$ cat config.mk
export PLATFORM = sky130hd
export DESIGN_NAME = fc_layer_sequencer
export DESIGN_NICKNAME = d
export VERILOG_FILES = /design/src/rtl/fc_layer_sequencer.sv
export SDC_FILE = /design/constraint.sdc
export NUM_CORES = 1
export LEC_CHECK = 0
export ABC_CLOCK_PERIOD_IN_PS = 2300
export CAP_MARGIN = 10
export CORE_ASPECT_RATIO = 0.8
export CORE_MARGIN = 10
export CORE_UTILIZATION = 40
export CTS_CLUSTER_SIZE = 16
export DETAILED_ROUTE_END_ITERATION = 10
export PLACE_DENSITY = 0.68
export SLEW_MARGIN = 20
export SYNTH_ARGS = -nofsm -noshare
export SYNTH_HDL_FRONTEND = slang
export SYNTH_SLANG_ARGS = --single-unit
$ cat constraint.sdc
create_clock -name clk_i -period 2.3 [get_ports clk_i]
set_input_delay 0.23 -clock clk_i [delete_from_list [all_inputs] [get_ports clk_i]]
set_output_delay 0.23 -clock clk_i [all_outputs]
set_load 0.03 [all_outputs]
$ cat src/rtl/fc_layer_sequencer.sv
// rtl/fc_layer_sequencer.sv - FC layer control FSM: input load, shared-MAC sequencing, output handshake (optional bias step: FC_SEQ_BIAS_EN)

module fc_layer_sequencer #(
   parameter int PREVIOUS_LAYER_HEIGHT = 4,
   parameter int LAYER_HEIGHT          = 2,
   parameter int IDX_W  = (PREVIOUS_LAYER_HEIGHT > 1) ? $clog2(PREVIOUS_LAYER_HEIGHT) : 1,
   parameter int NEU_W  = (LAYER_HEIGHT > 1) ? $clog2(LAYER_HEIGHT) : 1,
   parameter int ADDR_W = (LAYER_HEIGHT * PREVIOUS_LAYER_HEIGHT > 1) ?
                          $clog2(LAYER_HEIGHT * PREVIOUS_LAYER_HEIGHT) : 1
) (
   input  logic              clk_i,
   input  logic              reset_i,
   input  logic              empty_i,
   output logic              ren_o,
   output logic              in_wen_o,
   output logic [IDX_W-1:0]  in_addr_o,
   output logic [ADDR_W-1:0] weight_addr_o,
   output logic [IDX_W-1:0]  mac_sel_o,
   output logic              acc_clr_o,
   output logic              acc_en_o,
   output logic              bias_en_o,
   output logic              out_wen_o,
   output logic [NEU_W-1:0]  neuron_o,
   output logic              valid_o,
   input  logic              ready_i,
   output logic              busy_o
);

   localparam logic [IDX_W-1:0] IDX_LAST = IDX_W'(PREVIOUS_LAYER_HEIGHT - 1);
   localparam logic [NEU_W-1:0] NEU_LAST = NEU_W'(LAYER_HEIGHT - 1);

   typedef enum logic [2:0] {
      S_LOAD    = 3'd0,
      S_COMPUTE = 3'd1,
      S_DRAIN   = 3'd2,
`ifdef FC_SEQ_BIAS_EN
      S_BIAS    = 3'd3,
`endif
      S_WRITE   = 3'd4,
      S_OUTPUT  = 3'd5
   } state_t;

   state_t              state;
   logic [IDX_W-1:0]    load_cnt;
   logic [IDX_W-1:0]    idx;
   logic [ADDR_W-1:0]   waddr;
   logic [NEU_W-1:0]    neuron;
   logic                acc_en_q;
   logic                acc_clr_q;
   logic                out_wen_q;
   logic                valid_q;
   logic                pop;

   // Pop whenever LOAD sees data; reset_i gates it so the pop is dead while reset is held
   assign pop       = (state == S_LOAD) && !empty_i && reset_i;
   assign ren_o     = pop;
   assign in_wen_o  = pop;
   assign in_addr_o = load_cnt;

   assign weight_addr_o = waddr;
   assign mac_sel_o     = idx;
   assign acc_en_o      = acc_en_q;
   assign acc_clr_o     = acc_clr_q;
   assign out_wen_o     = out_wen_q;
   assign neuron_o      = neuron;
   assign valid_o       = valid_q;
   assign busy_o        = !((state == S_LOAD) && (load_cnt == '0));

`ifdef FC_SEQ_BIAS_EN
   logic bias_q;
   assign bias_en_o = bias_q;
`else
   assign bias_en_o = 1'b0;
`endif

   // Main sequencer: load -> per-neuron compute/drain/(bias)/write -> output handshake
   always_ff @(posedge clk_i or negedge reset_i) begin
      if (!reset_i) begin
         state     <= S_LOAD;
         load_cnt  <= '0;
         idx       <= '0;
         waddr     <= '0;
         neuron    <= '0;
         acc_en_q  <= 1'b0;
         acc_clr_q <= 1'b0;
         out_wen_q <= 1'b0;
         valid_q   <= 1'b0;
`ifdef FC_SEQ_BIAS_EN
         bias_q    <= 1'b0;
`endif
      end else begin
         // Accumulator controls trail the address by one cycle to match the ROM read latency
         acc_en_q  <= (state == S_COMPUTE);
         acc_clr_q <= (state == S_COMPUTE) && (idx == '0);
         out_wen_q <= 1'b0;
`ifdef FC_SEQ_BIAS_EN
         bias_q    <= 1'b0;
`endif
         case (state)
            S_LOAD: begin
               if (!empty_i) begin
                  if (load_cnt == IDX_LAST) begin
                     state  <= S_COMPUTE;
                     idx    <= '0;
                     waddr  <= '0;
                     neuron <= '0;
                  end else begin
                     load_cnt <= load_cnt + 1'b1;
                  end
               end
            end
            S_COMPUTE: begin
               // The address stays on the last weight so it holds outside COMPUTE
               if (idx == IDX_LAST) begin
                  state <= S_DRAIN;
               end else begin
                  idx   <= idx + 1'b1;
                  waddr <= waddr + 1'b1;
               end
            end
            S_DRAIN: begin
`ifdef FC_SEQ_BIAS_EN
               state  <= S_BIAS;
               bias_q <= 1'b1;
`else
               state     <= S_WRITE;
               out_wen_q <= 1'b1;
`endif
            end
`ifdef FC_SEQ_BIAS_EN
            S_BIAS: begin
               state     <= S_WRITE;
               out_wen_q <= 1'b1;
            end
`endif
            S_WRITE: begin
               if (neuron == NEU_LAST) begin
                  state   <= S_OUTPUT;
                  valid_q <= 1'b1;
               end else begin
                  // Weights are stored neuron-major, so the next neuron starts one past the last address
                  state  <= S_COMPUTE;
                  neuron <= neuron + 1'b1;
                  idx    <= '0;
                  waddr  <= waddr + 1'b1;
               end
            end
            S_OUTPUT: begin
               if (ready_i) begin
                  state    <= S_LOAD;
                  valid_q  <= 1'b0;
                  load_cnt <= '0;
                  neuron   <= '0;
               end
            end
            default: begin
               state <= S_LOAD;
            end
         endcase
      end
   end

endmodule

======== Word level (Yosys, flattened, before mapping) ========
Cells that the tools add are included.
operators by class
  add/sub/neg operators ................... 4
  $mul .................................... 0
  div/mod/pow operators ................... 0
  order comparisons ....................... 0
  equality and inequality tests ........... 14
  shift operators ......................... 0
  mux-type cells .......................... 28
  bitwise logic cells ..................... 0
  reduce and logical (&&, ||, !) cells .... 18
operators by type and width
  operator             count
  $mux 3               9
  $pmux 3 s5           1
  $mux 2               7
  $ne 2x2->1 const B   6
  $reduce_and 4->1     3
  $pmux 3 s3           1
  $eq 3x3->1 const B   2
  $mux 1               6
  $pmux 2 s3           1
  $reduce_bool 3->1    2
  $reduce_and 5->1     1
  $add 2x1->2 const B  2
  $eq 2x2->1 const B   2
  $logic_and 1x1->1    4
  $logic_not 2->1      2
  $ne 2x1->1 const B   2
  $pmux 2 s2           1
  $reduce_bool 2->1    2
  $add 3x1->3 const B  1
  $eq 3x1->1 const B   1
  $eq 3x2->1 const B   1
  $logic_not 3->1      1
  $pmux 1 s3           1
  $reduce_and 3->1     1
  other kinds (3)      4
storage, ports and cells
  flip-flop bits (word level) ............. 15
  latch bits .............................. 0
  memory bits (writable) .................. 0
  bits in read-only memories .............. 0
  input port bits ......................... 4
  output and inout port bits .............. 16
  word-level logic and storage cells ...... 73
  memories ................................ 0

======== Depth between registers and ports, before layout ========
Gate-level depths: netlist (run 1).
  depth after elaboration ................. 4
  gate-level depth with buffers ........... 5
  depth with buffers taken out ............ 4

======== Worst setup path before layout (run 1) ========
OpenSTA, ideal clock, no wires.
  kind .................................... register to output
  from .................................... register state[0]
  to ...................................... output port ren_o
  arrival ................................. 2.078 ns
  data required time ...................... 2.070 ns
  slack ................................... -0.008 ns
  cell stages (with the launch flop) ...... 6
  path buffers ............................ 3
  path through ............................ dfrtp_1 -> buf_6 -> buf_2 -> nor2_1 -> nor4bb_1 -> buf_4
on the way
  longest elaborated chain between the ends .. 3
RTL lines
  item                            line  source
  start: declaration              43    state_t state;
  start signal: assignment        79    state <= S_LOAD;
  start signal: assignment        103   state <= S_COMPUTE;
  start signal: assignment        115   state <= S_DRAIN;
  $logic_not 3->1                 55    assign pop = (state == S_LOAD) && !empty_i && reset_i;
  $logic_and 1x1->1 (2 in a row)  55
  end: declaration                14    output logic ren_o,
No other way between the ends.

======== Final worst setup path (run 1) ========
  from .................................... register state[0]
  to ...................................... output port busy_o
on the way
  longest elaborated chain between the ends .. 3
RTL lines
  item               line  source
  $logic_not 3->1    67    assign busy_o = !((state == S_LOAD) && (load_cnt == '0));
  $logic_and 1x1->1  67
  $logic_not 1->1    67
  end: declaration   26    output logic busy_o
No other way between the ends.

==> impl_metrics.env, run 1 <==
export IMPL_crit_required_ns=2.07
export IMPL_cts_htree_levels=1
export IMPL_grt_use_total_pct=8.14
export IMPL_post_cts_setup_buffers=0
export IMPL_via_per_inst=5.13
export IMPL_die_x_um=70.8
export IMPL_n_antenna_cell=0
export IMPL_slowest_stage="dfrtp_1"
export IMPL_setup_viol=0
export IMPL_cts_tree="done"
export IMPL_ant_nets=0
export IMPL_crit_fanout=18
export IMPL_port_buffers=18
export IMPL_wl_mm=1.76
export IMPL_grt_pass1_vias=599
export IMPL_dr_pass1_iters=4
export IMPL_fin_setup_tns_ns=0
export IMPL_synth_area_leaders="dfrtp_1, ha_1, inv_1"
export IMPL_hold_buffers=0
export IMPL_final_cell_mix="clkdlybuf4s50_1, dfrtp_1, inv_1"
export IMPL_start_kind="flip-flop"
export IMPL_cts_resized=0
export IMPL_ios=20
export IMPL_drive_above_1_share_pct=14.0
export IMPL_place_congestion=0.821
export IMPL_synth_area_um2=826
export IMPL_dp_hpwl_mm=1.33
export IMPL_slowest_delay_ns=0.68
export IMPL_min_period_ns=2.08
export IMPL_cp_end_kind="output pin"
export IMPL_ys_seq_elements=15
export IMPL_synth_top_area_cell="dfrtp_1"
export IMPL_path_clk_slew_ns=0.09
export IMPL_synth_top_area_share_pct=45.5
export IMPL_fin_nets=110
export IMPL_max_freq_mhz=482
export IMPL_grt_pass1_wl_mm=2.83
export IMPL_power_total_mw=1.48
export IMPL_tritoncts_num_buffers=3
export IMPL_period_share_pct=90.3
export IMPL_drv_slew=0
export IMPL_clk_path_buf_depth=2
export IMPL_cts_root_buf="clkbuf_4"
export IMPL_antenna_found_initial=0
export IMPL_syn_area_per_cell_um2=10.2
export IMPL_hold_viol=0
export IMPL_globalRouteOverflowTotal=0
export IMPL_peakVddDrop_v=0.000799
export IMPL_max_slew_margin_pct=60.2
export IMPL_rows=14
export IMPL_arrival_ns=1.85
export IMPL_drc=0
export IMPL_layout_area_overhead_vs_synth_pct=26.8
export IMPL_ys_warn_count=0
export IMPL_clk_insertion_delay_late_ns=0.28
export IMPL_synth_distinct_cells=31
export IMPL_wire_per_inst_um=14.2
export IMPL_num_vias=636
export IMPL_dieArea_um2=4290
export IMPL_rsz0062_at_grt="no"
export IMPL_synth_nets=90
export IMPL_outcome="complete, no violations"
export IMPL_drtIter0Drc=37
export IMPL_worst_pin_slew_ns=0.588
export IMPL_crit_family="flip-flops"
export IMPL_core_um2=1930
export IMPL_power_per_cell_area_nw_per_um2=1410
export IMPL_die_y_um=60.6
export IMPL_maxCapViolations=0
export IMPL_synth_cells=81
export IMPL_p_leak_nw=0.475
export IMPL_start_util_pct=42.9
export IMPL_worstSetupPathType="reg -> out"
export IMPL_min_path_type="in -> async"
export IMPL_grt_max_degree=19
export IMPL_clkSinkCount=15
export IMPL_yosysSeqAreaShare_pct=45.5
export IMPL_layout_commonest_cell="clkdlybuf4s50_1"
export IMPL_fin_worst_skew_ns=0.00543
export IMPL_cp_cell_sequence="nor2_1, nand3_1, clkdlybuf4s50_1"
export IMPL_path_buf_inv=1
synth_stat cells (all sizes together):
library cell	count
inv	8
and2	2
a21o	1
o311a	2
nor4bb	1
nand2	3
a21oi	5
nor3	2
o211ai	2
buf	5
xor2	1
o2bb2ai	1
o21ai	3
nor4b	2
mux2i	2
a22o	1
dfrtp	15
nor2	3
a21boi	1
ha	5
mux2	2
or4	1
nand3	4
conb	1
nor3b	3
clkbuf	1
o22ai	1
nor2b	3
cells by family after synthesis:
kind of cell    count (synthesis)  synth area share [%]
mux                             4                  5.15
fa+ha+maj                       5                  7.58
flops                          15                  45.5
xor+xnor                        1                  1.06
buf+inv                        14                  8.48
simple gates                   24                  17.6
other cells                     1                 0.454
compound gates                 17                  14.2
registers in the layout (all words and copies together), names as in the netlist:
name / cells
acc_clr_o: 1
mac_sel_o: 2
weight_addr_o: 3
valid_o: 1
neuron_o: 1
acc_en_o: 1
state: 3
out_wen_o: 1
in_addr_o: 2
routing by layer:
layer  vias up  part of all wire [%]  global-route usage (%)
li1        316                     -                       -
met1       300                    48                    10.2
met2        18                    42                    11.9
met3         2                   9.0                    4.24
met4         0                  0.80                    2.48
met5         -                     0                       0
through the flow:
stage                     setup WS (ns)  cells  area, um^2  util (%)  hold WS [ns]
after CTS                         0.224    124        1050      54.4         0.348
after global placement            0.520    120        1020      52.9         0.503
after detailed placement          0.501    120        1020      52.9         0.503
final                             0.223    124        1050      54.4         0.340
after global routing              0.107    124        1050      54.4         0.340
after floorplan                   0.356     81         832         -       -0.0656
path summary, 6_finish.rpt:
check / startpoint / endpoint / cells after the start / slack (ns)
worst max-delay path: state[0] / busy_o / 3 / 0.22
worst min-delay path: reset_i / mac_sel_o[0] / 2 / 0.34
worst max register to register: state[0] / in_addr_o[0] / 3 / 0.50
worst min register to register: weight_addr_o[0] / weight_addr_o[0] / 1 / 0.52
max in group asynchronous: reset_i / in_addr_o[0] / 2 / 1.78
min in group clk_i: weight_addr_o[0] / weight_addr_o[0] / 1 / 0.52
cell type report:
class	instances	area, um^2
clock buffer	3	22.5
clock inverter	1	5.00
fill	173	880
inverter	8	30.0
multi-input combinational	52	387
sequential	15	375
tap	24	30.0
timing repair buffer	21	198
worst reg2reg max path, cell delays in order (launching register included):
cell and delay (ns):
dfrtp_1 0.58, or4_4 0.60, a21oi_2 0.18, mux2_2 0.34
where the power goes:
group / leakage [nW] / internal, mW / switching (mW) / total (mW)
registers: 0.187 / 0.363 / 0.117 / 0.480
clock network: 0.0177 / 0.0646 / 0.0870 / 0.152
logic: 0.271 / 0.389 / 0.459 / 0.848
Note: power is estimated with default switching activity, not from simulation.
==> inputs of run 2 (changes only) <==
HOLD_SLACK_MARGIN = 0.02   (was unset)
SKIP_CTS_REPAIR_TIMING = 1   (was unset)
==> results of run 2 <==
Same layout as run 1: the final DEF is identical, and so are final timing and power.
==> inputs of run 3 (changes only) <==
CORE_ASPECT_RATIO = 1.4   (was 0.8)
==> impl_metrics.env, run 3 (same netlist as run 1, synthesis figures left out) <==
export IMPL_min_period_ns=2.02
export IMPL_p_leak_nw=0.467
export IMPL_place_congestion=0.723
export IMPL_layoutNonFillerInstCount=120
export IMPL_r2r_setup_slack_ns=0.50
export IMPL_start_util_pct=41.9
export IMPL_clkSinkCount=15
export IMPL_final_cell_mix="clkdlybuf4s50_1, dfrtp_1, inv_1"
export IMPL_maxCapViolations=0
export IMPL_power_per_cell_area_nw_per_um2=1440
export IMPL_start_kind="flip-flop"
export IMPL_rsz0062_at_grt="no"
export IMPL_p_switching_mw=0.664
export IMPL_cts_root_buf="clkbuf_4"
export IMPL_drtIter0Drc=12
export IMPL_via_per_inst=5.43
export IMPL_arrival_ns=1.79
export IMPL_cp_end_kind="output pin"
export IMPL_dp_cells=116
export IMPL_worstSetupPathType="reg -> out"
export IMPL_fin_setup_tns_ns=0
export IMPL_tritoncts_num_buffers=3
export IMPL_regToRegEndpoint="in_addr_o[1]"
export IMPL_drc=0
export IMPL_n_antenna_cell=0
export IMPL_period_share_pct=88.0
export IMPL_r2r_start="in_addr_o[0]"
export IMPL_cts_tree="done"
export IMPL_layout_commonest_cell="clkdlybuf4s50_1"
export IMPL_dieArea_um2=4310
export IMPL_drive_above_1_share_pct=12.1
export IMPL_fillers=184
export IMPL_grt_pass1_wl_mm=2.94
export IMPL_swShare_pct=44.6
export IMPL_p_clk_share_pct=10.2
export IMPL_num_vias=652
export IMPL_grt_use_total_pct=8.96
export IMPL_dp_hpwl_mm=1.39
export IMPL_max_slew_margin_pct=62.7
export IMPL_clk_path_buf_depth=2
export IMPL_min_path_type="in -> async"
export IMPL_outcome="complete, no violations"
export IMPL_core_um2=1970
export IMPL_ant_nets=0
export IMPL_max_freq_mhz=494
export IMPL_crit_fanout=9
export IMPL_crit_required_ns=2.07
export IMPL_path_clk_slew_ns=0.09
export IMPL_die_y_um=73.8
export IMPL_layout_area_overhead_vs_synth_pct=25.3
export IMPL_ios=20
export IMPL_rows=19
export IMPL_fin_nets=109
export IMPL_fin_worst_skew_ns=0.00523
export IMPL_cts_htree_levels=1
export IMPL_globalRouteOverflowTotal=0
export IMPL_grt_max_degree=16
export IMPL_grt_pass1_vias=655
export IMPL_hold_viol=0
export IMPL_drv_slew=0
export IMPL_wl_mm=1.80
export IMPL_reg2regPathDepth=4
export IMPL_clk_insertion_delay_late_ns=0.29
export IMPL_setup_viol=0
export IMPL_port_buffers=18
export IMPL_internal_power_mw=0.825
export IMPL_die_x_um=58.4
export IMPL_wire_per_inst_um=15.0
export IMPL_combPwrFrac_pct=57.9
export IMPL_peakVddDrop_v=0.000786
export IMPL_pwr_share_seq_pct=32.0
export IMPL_worst_pin_slew_ns=0.552
export IMPL_dr_pass1_iters=2
export IMPL_antenna_found_initial=0
-- run 3: cell type report --
type | count | area (um^2) | share of cell area, %
clock buffers | 4 | 26.3 | 2.54
repair buffers | 20 | 190 | 18.4
flip-flops and latches | 15 | 375 | 36.3
well taps | 21 | 26.3 | 2.54
multi-input cells | 52 | 387 | 37.4
inverters | 8 | 30.0 | 2.90
-- run 3: worst max-delay path by stage --
stage | start | to | cells past startpoint | slack (ns)
after floorplan | state[0] | ren_o | 5 | 0.36
after global placement | empty_i | in_addr_o[0] | 4 | 0.52
after detailed placement | empty_i | in_addr_o[1] | 4 | 0.48
after CTS | state[1] | busy_o | 3 | 0.24
after global routing | state[1] | busy_o | 3 | 0.16
final | state[1] | busy_o | 3 | 0.28
-- run 3: through the flow --
step / util, % / hold slack (ns) / setup slack [ns] / instance area (um^2) / total power, mW
after detailed placement: 51.1 / 0.504 / 0.484 / 1010 / 1.35
after global placement: 51.1 / 0.499 / 0.523 / 1010 / 1.33
after global routing: 52.4 / 0.316 / 0.156 / 1030 / 1.61
final: 52.4 / 0.299 / 0.276 / 1030 / 1.49
after CTS: 52.4 / 0.311 / 0.242 / 1030 / 1.51
after floorplan: - / -0.0656 / 0.356 / 832 / 1.07
-- run 3: metal layers --
metal | up-vias | part of all wire (%) | global-route usage (%)
li1 | 320 | - | -
met1 | 313 | 38 | 8.43
met4 | 0 | 2.8 | 6.28
met3 | 4 | 9.8 | 4.14
met2 | 15 | 50 | 14.9
met5 | - | 0 | 0
-- run 3: critical path, stage by stage (launching register included) --
cell	delay [ns]
dfrtp_1	0.55
inv_1	0.19
nand3_1	0.10
clkdlybuf4s50_1	0.67
-- run 3: power by group through the flow --
stage | Combinational [mW] | Sequential [mW] | Clock, mW
after floorplan | 0.466 | 0.602 | 0
after detailed placement | 0.873 | 0.480 | 0
after global routing | 0.944 | 0.495 | 0.168
final | 0.862 | 0.476 | 0.151
after CTS | 0.878 | 0.476 | 0.157
after global placement | 0.857 | 0.478 | 0
